--- src/rtl/sys_bus_pkg.sv ---
// Shared types and helpers for the sys_bus interconnect.
package sys_bus_pkg;

  // Wide enough for any practical host/device count; fields are zero-extended.
  localparam int unsigned MaxIdxW = 8;

  function automatic int unsigned idx_width(input int unsigned n);
    return (n > 1) ? $clog2(n) : 1;
  endfunction

  localparam int unsigned DefaultHostIdxW = idx_width(1);
  localparam int unsigned DefaultDevIdxW  = idx_width(1);

  typedef struct packed {
    logic [MaxIdxW-1:0] host_idx;
    logic [MaxIdxW-1:0] dev_idx;
    logic               valid;
    logic               unmapped;
  } rsp_sel_t;

endpackage

--- src/rtl/sys_bus_arb.sv ---
// Fixed-priority arbiter: lowest requesting index wins; one-hot grant plus binary index.
module sys_bus_arb
  import sys_bus_pkg::*;
#(
  parameter int unsigned N    = 1,
  parameter int unsigned IdxW = idx_width(N)
) (
  input  logic [N-1:0]    req_i,
  output logic [N-1:0]    gnt_o,
  output logic [IdxW-1:0] idx_o,
  output logic            valid_o
);

  always_comb begin
    gnt_o   = '0;
    idx_o   = '0;
    valid_o = 1'b0;
    // Scan downwards so the lowest requester is the last (winning) assignment.
    for (int i = N - 1; i >= 0; i--) begin
      if (req_i[i]) begin
        gnt_o    = '0;
        gnt_o[i] = 1'b1;
        idx_o    = IdxW'(i);
        valid_o  = 1'b1;
      end
    end
  end

endmodule

--- src/rtl/sys_bus.sv ---
// Single-cycle shared bus: fixed-priority host arbitration, base/mask device decode, response steering.
// Optional SVA checks are compiled in when SYS_BUS_ASSERT_EN is defined.
module sys_bus
  import sys_bus_pkg::*;
#(
  parameter int unsigned NrDevices    = 1,
  parameter int unsigned NrHosts      = 1,
  parameter int unsigned DataWidth    = 32,
  parameter int unsigned AddressWidth = 32
) (
  input  logic                    clk_sys,
  input  logic                    rst_sys_n,

  input  logic                    host_req_i     [NrHosts],
  output logic                    host_gnt_o     [NrHosts],
  input  logic [AddressWidth-1:0] host_addr_i    [NrHosts],
  input  logic                    host_we_i      [NrHosts],
  input  logic [DataWidth/8-1:0]  host_be_i      [NrHosts],
  input  logic [DataWidth-1:0]    host_wdata_i   [NrHosts],
  output logic                    host_rvalid_o  [NrHosts],
  output logic [DataWidth-1:0]    host_rdata_o   [NrHosts],
  output logic                    host_err_o     [NrHosts],

  output logic                    device_req_o   [NrDevices],
  output logic [AddressWidth-1:0] device_addr_o  [NrDevices],
  output logic                    device_we_o    [NrDevices],
  output logic [DataWidth/8-1:0]  device_be_o    [NrDevices],
  output logic [DataWidth-1:0]    device_wdata_o [NrDevices],
  input  logic                    device_rvalid_i[NrDevices],
  input  logic [DataWidth-1:0]    device_rdata_i [NrDevices],
  input  logic                    device_err_i   [NrDevices],

  input  logic [AddressWidth-1:0] cfg_device_addr_base[NrDevices],
  input  logic [AddressWidth-1:0] cfg_device_addr_mask[NrDevices]
);

  localparam int unsigned HostIdxW = idx_width(NrHosts);
  localparam int unsigned DevIdxW  = idx_width(NrDevices);

  logic [NrHosts-1:0]      host_req_vec;
  logic [NrHosts-1:0]      arb_req;
  logic [NrHosts-1:0]      arb_gnt;
  logic [HostIdxW-1:0]     win_idx;
  logic                    win_valid;
  logic [AddressWidth-1:0] win_addr;
  logic                    win_we;
  logic [DataWidth/8-1:0]  win_be;
  logic [DataWidth-1:0]    win_wdata;
  logic [NrDevices-1:0]    dev_match;
  logic [NrDevices-1:0]    dev_req_vec;
  logic [DevIdxW-1:0]      dev_idx;
  logic                    dev_hit;
  rsp_sel_t                rsp_sel_d, rsp_sel_q;
  logic                    rsp_rvalid;
  logic                    rsp_err;
  logic [DataWidth-1:0]    rsp_rdata;

  // Requests are masked while in reset so every output sits at zero.
  for (genvar gi = 0; gi < NrHosts; gi++) begin : g_host_req
    assign host_req_vec[gi] = host_req_i[gi];
    assign arb_req[gi]      = host_req_i[gi] & rst_sys_n;
    assign host_gnt_o[gi]   = arb_gnt[gi];
  end

  sys_bus_arb #(
    .N    (NrHosts),
    .IdxW (HostIdxW)
  ) u_arb (
    .req_i   (arb_req),
    .gnt_o   (arb_gnt),
    .idx_o   (win_idx),
    .valid_o (win_valid)
  );

  always_comb begin
    win_addr  = '0;
    win_we    = 1'b0;
    win_be    = '0;
    win_wdata = '0;
    for (int h = 0; h < NrHosts; h++) begin
      if (arb_gnt[h]) begin
        win_addr  = host_addr_i[h];
        win_we    = host_we_i[h];
        win_be    = host_be_i[h];
        win_wdata = host_wdata_i[h];
      end
    end
  end

  for (genvar gi = 0; gi < NrDevices; gi++) begin : g_dev_match
    assign dev_match[gi] = (win_addr & cfg_device_addr_mask[gi]) == cfg_device_addr_base[gi];
  end

  always_comb begin
    dev_idx = '0;
    dev_hit = 1'b0;
    for (int d = NrDevices - 1; d >= 0; d--) begin
      if (dev_match[d]) begin
        dev_idx = DevIdxW'(d);
        dev_hit = 1'b1;
      end
    end
  end

  for (genvar gi = 0; gi < NrDevices; gi++) begin : g_dev_out
    assign dev_req_vec[gi]    = win_valid & dev_hit & (dev_idx == DevIdxW'(gi));
    assign device_req_o[gi]   = dev_req_vec[gi];
    assign device_addr_o[gi]  = win_addr;
    assign device_we_o[gi]    = win_we;
    assign device_be_o[gi]    = win_be;
    assign device_wdata_o[gi] = win_wdata;
  end

  always_comb begin
    rsp_sel_d       = rsp_sel_q;
    rsp_sel_d.valid = win_valid;
    if (win_valid) begin
      rsp_sel_d.host_idx = MaxIdxW'(win_idx);
      rsp_sel_d.dev_idx  = MaxIdxW'(dev_idx);
      rsp_sel_d.unmapped = ~dev_hit;
    end else begin
      rsp_sel_d.unmapped = 1'b0;
    end
  end

  always_ff @(posedge clk_sys or negedge rst_sys_n) begin
    if (!rst_sys_n) begin
      rsp_sel_q <= '0;
    end else begin
      rsp_sel_q <= rsp_sel_d;
    end
  end

  // Only the registered device is listened to, so stray rvalids never leak through.
  always_comb begin
    rsp_rvalid = 1'b0;
    rsp_err    = 1'b0;
    rsp_rdata  = '0;
    if (rsp_sel_q.valid) begin
      if (rsp_sel_q.unmapped) begin
        rsp_rvalid = 1'b1;
        rsp_err    = 1'b1;
      end else begin
        for (int d = 0; d < NrDevices; d++) begin
          if (rsp_sel_q.dev_idx == MaxIdxW'(d)) begin
            rsp_rvalid = device_rvalid_i[d];
            rsp_err    = device_rvalid_i[d] & device_err_i[d];
            rsp_rdata  = device_rvalid_i[d] ? device_rdata_i[d] : '0;
          end
        end
      end
    end
  end

  for (genvar gi = 0; gi < NrHosts; gi++) begin : g_host_rsp
    logic sel;
    assign sel               = rsp_sel_q.host_idx == MaxIdxW'(gi);
    assign host_rvalid_o[gi] = sel & rsp_rvalid;
    assign host_err_o[gi]    = sel & rsp_err;
    assign host_rdata_o[gi]  = sel ? rsp_rdata : '0;
  end

`ifdef SYS_BUS_ASSERT_EN
  logic [NrDevices-1:0] dev_req_d, dev_req_q;
  assign dev_req_d = dev_req_vec;

  always_ff @(posedge clk_sys or negedge rst_sys_n) begin
    if (!rst_sys_n) begin
      dev_req_q <= '0;
    end else begin
      dev_req_q <= dev_req_d;
    end
  end

  a_single_decode: assert property (@(posedge clk_sys) disable iff (!rst_sys_n)
    win_valid |-> $onehot0(dev_match));

  a_req_known: assert property (@(posedge clk_sys) disable iff (!rst_sys_n)
    !$isunknown(host_req_vec));

  for (genvar gi = 0; gi < NrDevices; gi++) begin : g_rvalid_chk
    a_rvalid_after_req: assert property (@(posedge clk_sys) disable iff (!rst_sys_n)
      device_rvalid_i[gi] |-> dev_req_q[gi]);
  end
`endif

endmodule

--- config.mk ---
export PLATFORM = sky130hd
export DESIGN_NAME = sys_bus
export DESIGN_NICKNAME = d
export VERILOG_FILES = /design/src/rtl/sys_bus_pkg.sv /design/src/rtl/sys_bus_arb.sv /design/src/rtl/sys_bus.sv
export SDC_FILE = /design/constraint.sdc
export NUM_CORES = 1
export LEC_CHECK = 0
export ABC_AREA = 1
export BUFFER_PORTS_ARGS = -buffer_cell sky130_fd_sc_hd__buf_4
export CORE_AREA = 5 5 104 106
export CTS_CLUSTER_DIAMETER = 150
export DETAILED_ROUTE_END_ITERATION = 12
export DIE_AREA = 0 0 109 111
export HOLD_SLACK_MARGIN = 0.1
export PLACE_DENSITY_LB_ADDON = 0.1
export SETUP_SLACK_MARGIN = 0.1
export SKIP_CTS_REPAIR_TIMING = 1
export SLEW_MARGIN = 5
export SYNTH_ARGS = -nofsm -noshare
export SYNTH_HDL_FRONTEND = slang
export SYNTH_HIERARCHICAL = 1
export SYNTH_SLANG_ARGS = --single-unit
export TNS_END_PERCENT = 20
--- constraint.sdc ---
create_clock -name clk_sys -period 1 [get_ports clk_sys]
set_input_delay 0 -clock clk_sys [delete_from_list [all_inputs] [get_ports clk_sys]]
set_output_delay 0 -clock clk_sys [all_outputs]
set_load 0.01 [all_outputs]
==> impl_metrics.yaml <==
power:
  clkPwrFrac_pct: 16.8
  power_switching_uw: 811
  vdd_ir_drop_max_uv: 281
  p_leak_uw: 0.00320
  intPower_uw: 1320
  seqPwrFrac_pct: 6.6
  swShare_pct: 38.1
  p_per_area_nw_per_um2: 440
  pwr-share-comb_pct: 76.6
routing:
  ant_nets: 0
  drtIter0Drc: 190
  drc_errors: 0
  via_per_inst: 4.19
  drt-met1-wl_um: 4140
  wirelength_um: 11600
  num_vias: 3893
  wl_met3_um: 1230
  wire_per_inst_um: 12.5
  firstDrtPassIters: 4
  routed.top_layer: "met4"
  wl_met2_um: 6110
clock_tree:
  ctsRootBufferMaster: "clkbuf_8"
  cts_htree_levels: 1
  path_clk_slew_ns: 0.03
  cts.sinks: 3
  clkLatencyLatePin_ns: 0.22
  tritoncts: "yes"
  cts_buffers: 3
  clockBufferDepth: 2
logic_synthesis:
  ys_types: 16
  synth.cell_area_sq_um: 2130
  ys_warn_count: 6
  syn_area_per_cell_sq_um: 4.25
  syn_nets: 671
  synth_top_area_share_pct: 37.6
  synth_area_leaders: "nand2_1 38%, inv_1 19%, nand3_1 14%"
  synth_seq_area_share_pct: 3.53
  ys_ff_latch: 3
  synth_top_cell_by_area: "nand2_1"
  syn_inst: 501
setup_path:
  r2r_setup_slack_ns: 0.37
  critPathKind: "input pin to output pin"
  required_ns: 1.00
  r2r_end: "rsp_sel_q[10]"
  cp.arrival_ns: 1.32
  endpoint_kind: "output pin"
  cp_max_fo: 9
  crit_path_start_kind: "input pin"
  ff2ff_path_depth: 2
  r2r_start: "rsp_sel_q[10]"
floorplan:
  rows: 36
  die_h_um: 111
  dieArea_sq_um: 12100
  core_sq_um: 9680
  start_util_pct: 22.0
  io_pins: 275
  die_w_um: 109
grt:
  grt_max_degree: 33
  grt-ovfl-total: 0
  grtUsageTotal_pct: 17.4
  grt_pass1_vias: 3785
  antenna_found_initial: 0
  grt_pass1_wl_um: 17500
run:
  max_cap_viol_count: 0
placed_design:
  io_buffers: 274
  place_ws_ns: -0.453
  gp_congestion: 0.818
  placed_cells: 918
  dpl.hpwl_um: 9940
timing:
  finalCritPeriodShare_pct: 132
  clock-skew-final_ns: 0
  maxSlewViolCount: 0
  finalHoldViolations: 0
  worst_slack_ns: -0.322
  period_minus_slack_ns: 1.32
  setup_viol: 36
  rsz0062_at_grt: "true"
  fmax_mhz: 756
min_path:
  hold_path.class: "input pin to async pin"
layout:
  largest_reg_flops: 3
  fin_cells: 930
  fin_nets: 968
  fill_cells: 1032
  multi_input_area_sq_um: 1560
  seqCellArea_sq_um: 75.1
  area_growth_pct: 127
  top_register: "rsp_sel_q"
  diodes: 0
  top_regs: "rsp_sel_q x3"
  final_layout_size_suffix_gt1_share_pct: 44.8
status:
  status: "finished with violations"
  violations: "negative setup slack"
[cells by family (layout without fill, tap and decap cells)]
group	count (synthesis)	in the layout	share of synthesized area (%)
other	1	1	0.176
buffers and inverters	139	435	27.3
and+or+nand+nor	355	355	68.1
AOI/OAI and AO/OA	3	3	0.823
DFF	3	3	3.53
[placed cells by master (no fill, tap or decap), types with 2 or more instances in the layout]
cell type,count
inv_1,100
nor2_1,54
nand4_1,14
nand2_2,5
nor2_2,11
nand3_1,57
buf_12,5
buf_8,2
nand3_2,4
buf_4,296
clkbuf_8,3
nand2_1,206
dfrtp_1,3
inv_2,15
buf_6,6
clkbuf_16,4
[power groups by stage]
stage	Clock, uW	Sequential (uW)	Combinational [uW]
global route	383	142	1800
detailed placement	0	139	1520
floorplan	0	136	573
CTS	371	137	1530
finish	358	140	1630
global placement	0	138	1500
[through the flow]
stage                     total power (uW)  util, %  TNS (ns)  cell area (sq um)  hold WS (ns)
after floorplan                        709        -    -0.430               2160        -0.296
after global placement                1640     46.7    -0.844               4520       -0.0893
after detailed placement              1660     46.7    -0.858               4520       -0.0886
after CTS                             2040     47.2     -7.46               4570        -0.320
after global routing                  2330     50.0     -9.87               4840         0.232
final                                 2130     50.0     -7.42               4840         0.222
[how the worst max path moves through the flow]
stage,start,end,slack (ns)
after floorplan,host_req_i,rsp_sel_q[0],-0.18
after global placement,host_req_i,device_req_o,-0.44
after detailed placement,rst_sys_n,device_req_o,-0.45
after CTS,rst_sys_n,device_req_o,-0.46
after global routing,rst_sys_n,device_req_o,-0.49
final,rst_sys_n,device_req_o,-0.32
[worst max-delay path, cell delays in order]
cell       delay, ns
buf_8           0.08
nand2_8         0.08
inv_16          0.09
clkbuf_16       0.15
nand3_1         0.06
nand2_1         0.05
nand2_1         0.05
nor2_1          0.11
nand2_1         0.11
inv_2           0.07
nand2_2         0.05
nor2_4          0.11
nand2_2         0.06
nor2_2          0.11
buf_6           0.11
[layer usage]
metal  global-route usage [%]  vias to the layer above
met3                     5.77                        9
met1                     17.9                     1674
li1                         -                     2051
met5                        0                        -
met4                     3.70                        0
met2                     33.4                      159
[synth_stat cells]
cell type,n
inv_2,8
o21ai_0,2
dfrtp_1,3
buf_2,3
buf_6,5
nor2_2,1
nand4_1,14
conb_1,1
buf_4,5
clkbuf_1,10
nand2_1,213
nand3b_1,1
o21a_1,1
nand3_1,61
inv_1,108
nor2_1,65
[area by class of cell]
| type | instances | share of cell area (%) |
|---|---|---|
| clock buffers | 4 | 0.930 |
| well taps | 133 | 3.44 |
| flip-flops and latches | 3 | 1.55 |
| inverters | 116 | 9.33 |
| repair buffers | 314 | 52.3 |
| repair inverters | 1 | 0.181 |
| multi-input cells | 359 | 32.3 |
Note: power is estimated with default switching activity, not from simulation.
